File: src/rtl/predictor_pkg.sv
// Shared definitions for the BHT branch predictor checker: branch types,
// in-flight entry layout and the branch-direction resolve rule.
package predictor_pkg;

  localparam logic [1:0] BR_UNCOND = 2'b00;
  localparam logic [1:0] BR_ZERO   = 2'b01;
  localparam logic [1:0] BR_NEG    = 2'b10;
  localparam logic [1:0] BR_CARRY  = 2'b11;

  localparam int unsigned TYPE_W = 2;

  // In-flight entry, MSB to LSB: {taken, index, type, branch_addr, jump_addr}
  function automatic int unsigned entry_w(int unsigned addr_w, int unsigned index_w);
    return 1 + index_w + TYPE_W + 2 * addr_w;
  endfunction

  function automatic logic resolve_dir(logic [1:0] br_type, logic w_zero,
                                       logic w_negative, logic w_carry);
    logic dir;
    case (br_type)
      BR_ZERO:  dir = w_zero;
      BR_NEG:   dir = w_negative;
      BR_CARRY: dir = w_carry;
      default:  dir = 1'b1;
    endcase
    return dir;
  endfunction

endpackage

File: src/rtl/predictor_inflight_fifo.sv
// FIFO of in-flight predictions; clear empties it and wins over push/pop.
module predictor_inflight_fifo
  import predictor_pkg::*;
#(
  parameter int unsigned DEPTH = 4,
  parameter int unsigned WIDTH = 8
) (
  input  logic             clk,
  input  logic             reset,
  input  logic             push_i,
  input  logic             pop_i,
  input  logic             clear_i,
  input  logic [WIDTH-1:0] data_i,
  output logic [WIDTH-1:0] data_o,
  output logic             full_o,
  output logic             empty_o
);

  localparam int unsigned PTR_W = $clog2(DEPTH);
  localparam int unsigned CNT_W = PTR_W + 1;

  logic [WIDTH-1:0] mem_q [DEPTH];
  logic [PTR_W-1:0] wr_q, wr_d, rd_q, rd_d;
  logic [CNT_W-1:0] cnt_q, cnt_d;

  always_comb begin
    wr_d  = wr_q;
    rd_d  = rd_q;
    cnt_d = cnt_q;
    if (clear_i) begin
      wr_d  = '0;
      rd_d  = '0;
      cnt_d = '0;
    end else begin
      if (push_i) wr_d = wr_q + 1'b1;
      if (pop_i)  rd_d = rd_q + 1'b1;
      cnt_d = cnt_q + CNT_W'(push_i) - CNT_W'(pop_i);
    end
  end

  always_ff @(posedge clk) begin
    if (reset) begin
      wr_q  <= '0;
      rd_q  <= '0;
      cnt_q <= '0;
    end else begin
      wr_q  <= wr_d;
      rd_q  <= rd_d;
      cnt_q <= cnt_d;
    end
  end

  // Storage carries no reset; contents are only read while non-empty
  always_ff @(posedge clk) begin
    if (push_i && !clear_i) mem_q[wr_q] <= data_i;
  end

  assign data_o  = mem_q[rd_q];
  assign full_o  = (cnt_q == CNT_W'(DEPTH));
  assign empty_o = (cnt_q == '0);

endmodule

File: src/rtl/predictor_bht_check.sv
// Branch predictor with a BHT of saturating counters, an in-flight FIFO and a
// registered check stage that reports mispredictions and trains the table.
module predictor_bht_check
  import predictor_pkg::*;
#(
  parameter int unsigned ADDR_W  = 11,
  parameter int unsigned INDEX_W = 4,
  parameter int unsigned CTR_W   = 2,
  parameter int unsigned DEPTH   = 4,
  parameter int unsigned STAT_W  = 16
) (
  input  logic              clk,
  input  logic              reset,
  input  logic              pred_valid,
  output logic              pred_ready,
  input  logic [ADDR_W-1:0] pred_pc,
  input  logic [1:0]        pred_type,
  input  logic [ADDR_W-1:0] pred_branch_addr,
  input  logic [ADDR_W-1:0] pred_jump_addr,
  output logic              pred_taken,
  output logic [ADDR_W-1:0] pred_next_addr,
  input  logic              res_valid,
  input  logic              W_zero,
  input  logic              W_negative,
  input  logic              carry,
  output logic              out_valid,
  output logic              prediction_success,
  output logic              branch_result,
  output logic [ADDR_W-1:0] failback_addr,
  output logic              flush,
  output logic              res_error,
  output logic [STAT_W-1:0] mispredict_count
);

  localparam int unsigned ENTRIES = 2 ** INDEX_W;
  localparam int unsigned ENTRY_W = entry_w(ADDR_W, INDEX_W);
  localparam logic [CTR_W-1:0] CTR_INIT = CTR_W'((2 ** (CTR_W - 1)) - 1);
  localparam logic [CTR_W-1:0] CTR_MAX  = '1;

  logic [CTR_W-1:0]   bht_q [ENTRIES];
  logic [INDEX_W-1:0] pred_idx;
  logic               fifo_full, fifo_empty, push, pop, actual, mispredict;
  logic [ENTRY_W-1:0] push_entry, head_entry;
  logic               h_taken;
  logic [INDEX_W-1:0] h_idx;
  logic [1:0]         h_type;
  logic [ADDR_W-1:0]  h_baddr, h_jaddr;
  logic [CTR_W-1:0]   ctr_cur, ctr_d;
  logic               out_valid_q, success_q, result_q, flush_q, err_q;
  logic [ADDR_W-1:0]  failback_q;
  logic [STAT_W-1:0]  miscnt_q;

  // Prediction reads the registered table only
  assign pred_idx       = pred_pc[INDEX_W-1:0];
  assign pred_taken     = (pred_type == BR_UNCOND) ? 1'b1 : bht_q[pred_idx][CTR_W-1];
  assign pred_next_addr = pred_taken ? pred_branch_addr : pred_jump_addr;
  assign pred_ready     = ~fifo_full;

  assign push       = pred_valid & ~fifo_full;
  assign pop        = res_valid & ~fifo_empty;
  assign push_entry = {pred_taken, pred_idx, pred_type, pred_branch_addr, pred_jump_addr};
  assign {h_taken, h_idx, h_type, h_baddr, h_jaddr} = head_entry;
  assign actual     = resolve_dir(h_type, W_zero, W_negative, carry);
  assign mispredict = pop & (actual != h_taken);

  predictor_inflight_fifo #(
    .DEPTH (DEPTH),
    .WIDTH (ENTRY_W)
  ) u_fifo (
    .clk     (clk),
    .reset   (reset),
    .push_i  (push),
    .pop_i   (pop),
    .clear_i (mispredict),
    .data_i  (push_entry),
    .data_o  (head_entry),
    .full_o  (fifo_full),
    .empty_o (fifo_empty)
  );

  // Saturating step of the head entry's counter
  always_comb begin
    ctr_cur = bht_q[h_idx];
    ctr_d   = ctr_cur;
    if (actual) begin
      if (ctr_cur != CTR_MAX) ctr_d = ctr_cur + 1'b1;
    end else begin
      if (ctr_cur != '0) ctr_d = ctr_cur - 1'b1;
    end
  end

  always_ff @(posedge clk) begin
    if (reset) begin
      for (int unsigned i = 0; i < ENTRIES; i++) bht_q[i] <= CTR_INIT;
    end else if (pop && (h_type != BR_UNCOND)) begin
      bht_q[h_idx] <= ctr_d;
    end
  end

  always_ff @(posedge clk) begin
    if (reset) begin
      out_valid_q <= 1'b0;
      success_q   <= 1'b0;
      result_q    <= 1'b0;
      failback_q  <= '0;
      flush_q     <= 1'b0;
      err_q       <= 1'b0;
      miscnt_q    <= '0;
    end else begin
      out_valid_q <= pop;
      flush_q     <= mispredict;
      err_q       <= res_valid & fifo_empty;
      if (pop) begin
        success_q  <= (actual == h_taken);
        result_q   <= actual;
        failback_q <= h_taken ? h_jaddr : h_baddr;
      end
      if (mispredict && (miscnt_q != '1)) miscnt_q <= miscnt_q + 1'b1;
    end
  end

  assign out_valid          = out_valid_q;
  assign prediction_success = success_q;
  assign branch_result      = result_q;
  assign failback_addr      = failback_q;
  assign flush              = flush_q;
  assign res_error          = err_q;
  assign mispredict_count   = miscnt_q;

endmodule
File: config.mk
export PLATFORM = sky130hd
export DESIGN_NAME = predictor_bht_check
export DESIGN_NICKNAME = d
export VERILOG_FILES = /design/src/rtl/predictor_pkg.sv /design/src/rtl/predictor_inflight_fifo.sv /design/src/rtl/predictor_bht_check.sv
export SDC_FILE = /design/constraint.sdc
export NUM_CORES = 1
export LEC_CHECK = 0
export ABC_AREA = 1
export BUFFER_PORTS_ARGS = -buffer_cell sky130_fd_sc_hd__buf_2
export CAP_MARGIN = 20
export CORE_ASPECT_RATIO = 0.7
export CORE_UTILIZATION = 55
export CTS_BUF_LIST = sky130_fd_sc_hd__clkbuf_8
export DETAILED_ROUTE_END_ITERATION = 16
export PLACE_DENSITY_LB_ADDON = 0.2
export SYNTH_ARGS = -nofsm -noshare
export SYNTH_HDL_FRONTEND = slang
export SYNTH_SLANG_ARGS = --single-unit
File: constraint.sdc
create_clock -name clk -period 2.95 [get_ports clk]
set_input_delay 0.59 -clock clk [delete_from_list [all_inputs] [get_ports clk]]
set_output_delay 0.59 -clock clk [all_outputs]
set_load 0.05 [all_outputs]
==> reports/qor.csv <==
stage,metric,value,unit
drt,drt via density,5.43,
logic_synthesis,share of the synthesized area in the top cell type,51.1,%
timing,Fmax,359,MHz
final_layout,antenna fix cells,0,
logic_synthesis,number of synthesized flops with an enable pin,148,
final_layout,fin cells,1187,
worst_setup_path,crit path buf inv count,3,
cts,CTS tree,built,
timing,final setup fails,0,
placed_design,I/O Buffers,79,
final_layout,Final Cell Area,9850,µm²
floorplan,num rows,38,
final_layout,share of layout cells above drive strength 1,18.7,%
worst_setup_path,Setup CP Type,reg2out,
worst_setup_path,R2R cell count,14,
timing,post-route setup slack,0.161,ns
placed_design,Post-Place Worst Slack,0.168,ns
timing,final hold vios,0,
timing,Final Cycle Share,94.5,%
timing,Slew Limit Fails,0,
global_route,first-pass GRT wire length,31300,µm
hold_path,Hold Path Class,in2reg,
timing,crit path time final,2.79,ns
logic_synthesis,"top cells by area, synth","edfxtp_1 51%, dfxtp_1 9.4%, nand2_1 8.2%, nor2_1 4.3%, inv_1 4.2%",
worst_setup_path,crit-path max FO,27,
final_layout,nets,1024,
worst_setup_path,CP startpoint kind,flip-flop,
cts,PostCTS Resize Cnt,0,
cts,TritonCTS buffer count,17,
drt,DR DRC count,2,
drt,Iteration-0 DRC Markers,493,
floorplan,Die Footprint,16300,µm²
outcome,run status,"complete, but fails checks",
timing,total negative slack,0,ns
run,max_cap viols,0,
timing,Setup Skew,0.0131,ns
logic_synthesis,"flops & latches, synth",189,
worst_setup_path,slowest CP cell,edfxtp_1,
timing,worst hold margin,0.332,ns
cts,clock latency at the later pin of the worst-skew pair,0.48,ns
hold_path,hold-critical path depth,1,
cts,postcts setup bufs,0,
drt,Detailed Route WL,19800,µm
power_and_ir_drop,total power per unit cell area,819,nW/µm²
global_route,vias in the first global route,5732,
worst_setup_path,CP Depth,9,
logic_synthesis,synth warn,0,
final_layout,Area Growth Syn to Fin,13.3,%
worst_setup_path,CP endpoint,pred_next_addr[1],
logic_synthesis,synth cell count leaders,"189 x nand2_1, 148 x edfxtp_1, 99 x nor2_1, 98 x inv_1, 62 x o21ai_0",
timing,normalized max-slew margin,57.5,%
worst_setup_path,crit-path max cell delay,0.38,ns
drt,routed via count,6441,
outcome,failing checks,DRC,
global_route,initial antenna violation count,0,
logic_synthesis,Avg Inst Size Synth,9.73,µm²
placed_design,GP Congestion,0.879,
cts,Root Driver,clkbuf_8,
worst_setup_path,Reg-to-Reg End,bht_q[11][0]$_SDFFCE_PN1P_,
final_layout,Fillers,1286,
worst_setup_path,Worst Setup SP,bht_q[8][1]$_SDFFCE_PN0P_,
cts,htree depth,4,
placed_design,HPWL Detailed,13200,µm
drt,TritonRoute pass-1 iters,11,
worst_setup_path,"Critical Path, Cell by Cell",inv_1 -> nor2_1 -> a21oi_1 -> o21ai_0 -> o211ai_1 -> o221ai_2 -> buf_12 -> o21ai_1 -> buf_6,
global_route,largest net degree at the start of global routing,30,
cts,CTS Hold Buffers Added,0,
worst_setup_path,Worst Path Required,2.36,ns
cts,Clock Sinks,189,
timing,RSZ-0062 raised after global routing,true,
worst_setup_path,Worst R2R Setup Slack,0.26,ns
logic_synthesis,synthesized instance count,893,
global_route,total track usage,25.7,%
logic_synthesis,most common cell in the netlist,nand2_1,
placed_design,placed inst area,9400,µm²
placed_design,dpl cells,1155,
drt,DR WL/cell,16.7,µm
worst_setup_path,crit end category,output pin,
floorplan,io pins,87,
cts,Worst-path clk slew,0.10,ns
logic_synthesis,"Top FF cell, synth",edfxtp_1,
floorplan,Core Area,15500,µm²
drt,"antenna viol nets, final",0,
logic_synthesis,Async SR Flop Fraction,0,%
worst_setup_path,CP top delay family,compound AO/OA/AOI/OAI gates,
floorplan,Die Wd,152,µm
global_route,total grt overflow,0,
logic_synthesis,Mapped Area,8690,µm²
logic_synthesis,Syn Nets,943,
timing,Tightest Pin Transition,0.633,ns
floorplan,Initial Util,56.2,%
logic_synthesis,Yosys cell types,36,
worst_setup_path,CP arrival,2.20,ns
cts,Bufs on Longest Clock Path,2,
logic_synthesis,Synth area leader,edfxtp_1,
floorplan,DIE HEIGHT,107,µm
power_and_ir_drop,VDD IR-drop max,656,µV
logic_synthesis,sequential-to-total area share from yosys stat,60.6,%
power_and_ir_drop,Leakage,3.91,nW
worst min path at each step:
stage                                      startpoint                                 to  slack (ns)
finish                              pred_jump_addr[3]       u_fifo.mem_q[0][3]$_DFFE_PP_        0.33
global route                        pred_jump_addr[3]       u_fifo.mem_q[0][3]$_DFFE_PP_        0.31
CTS                                 pred_jump_addr[0]       u_fifo.mem_q[1][0]$_DFFE_PP_        0.32
detailed placement  mispredict_count[15]$_SDFFE_PP0P_  mispredict_count[15]$_SDFFE_PP0P_        0.47
global placement    mispredict_count[15]$_SDFFE_PP0P_  mispredict_count[15]$_SDFFE_PP0P_        0.47
floorplan                  u_fifo.cnt_q[0]$_SDFF_PP0_               res_error$_SDFF_PP0_        0.49
power breakdown:
group | switching, mW | total (mW) | internal, mW | leakage (nW)
clock | 1.00 | 1.78 | 0.783 | 0.203
sequential | 0.115 | 3.33 | 3.22 | 1.67
combinational | 2.16 | 2.95 | 0.788 | 2.03
total | 3.28 | 8.07 | 4.79 | 3.91
registers in the layout (all words and copies together), names as in the netlist, named ones only:
signal / count
mispredict_count: 16
u_fifo.mem_q: 116
u_fifo.wr_q: 2
flush: 1
failback_addr: 11
res_error: 1
out_valid: 1
u_fifo.rd_q: 2
prediction_success: 1
bht_q: 32
branch_result: 1
u_fifo.cnt_q: 3
layout make-up:
cell class | instances | area, µm² | area share [%]
Clock buffer | 17 | 234 | 2.38
Clock inverter | 15 | 181 | 1.84
Inverter | 103 | 389 | 3.95
Multi-Input combinational cell | 559 | 2870 | 29.1
Sequential cell | 189 | 5270 | 53.5
Tap cell | 200 | 250 | 2.54
Timing Repair Buffer | 104 | 662 | 6.72
cell usage in the layout (no fill, tap or decap), drive strengths merged, types with 5 or more instances in the layout:
cell type / instances
nand3b: 7
o22ai: 22
nor3: 10
nor2: 109
clkbuf: 23
buf: 98
ha: 7
nand3: 52
o21ai: 74
edfxtp: 148
o211ai: 17
xor2: 9
dfxtp: 41
clkinv: 5
xnor2: 7
nand2: 197
nand4: 15
inv: 109
a21oi: 24
per-layer routing:
metal	wire (µm)	track usage, %
met1	9890	39.5
met2	8300	36.0
met5	0	0
met4	182	7.14
met3	1440	6.02
cells by family (layout without fill, tap and decap cells):
family	after synthesis	in the layout	share of synthesized area, %
and+or+nand+nor	396	396	20.5
adders and majority gates	8	8	1.24
AOI/OAI and AO/OA	139	139	9.08
buffers and inverters	145	239	7.00
DFF	189	189	60.6
xor gates and xnor gates	16	16	1.61
metrics by stage:
step | power [mW] | util, %
after floorplan | 5.53 | -
after detailed placement | 6.30 | 60.8
after global routing | 8.51 | 63.7
after global placement | 6.27 | 60.8
after CTS | 8.06 | 63.5
final | 8.07 | 63.7
Power figures use the tool's default switching activity.
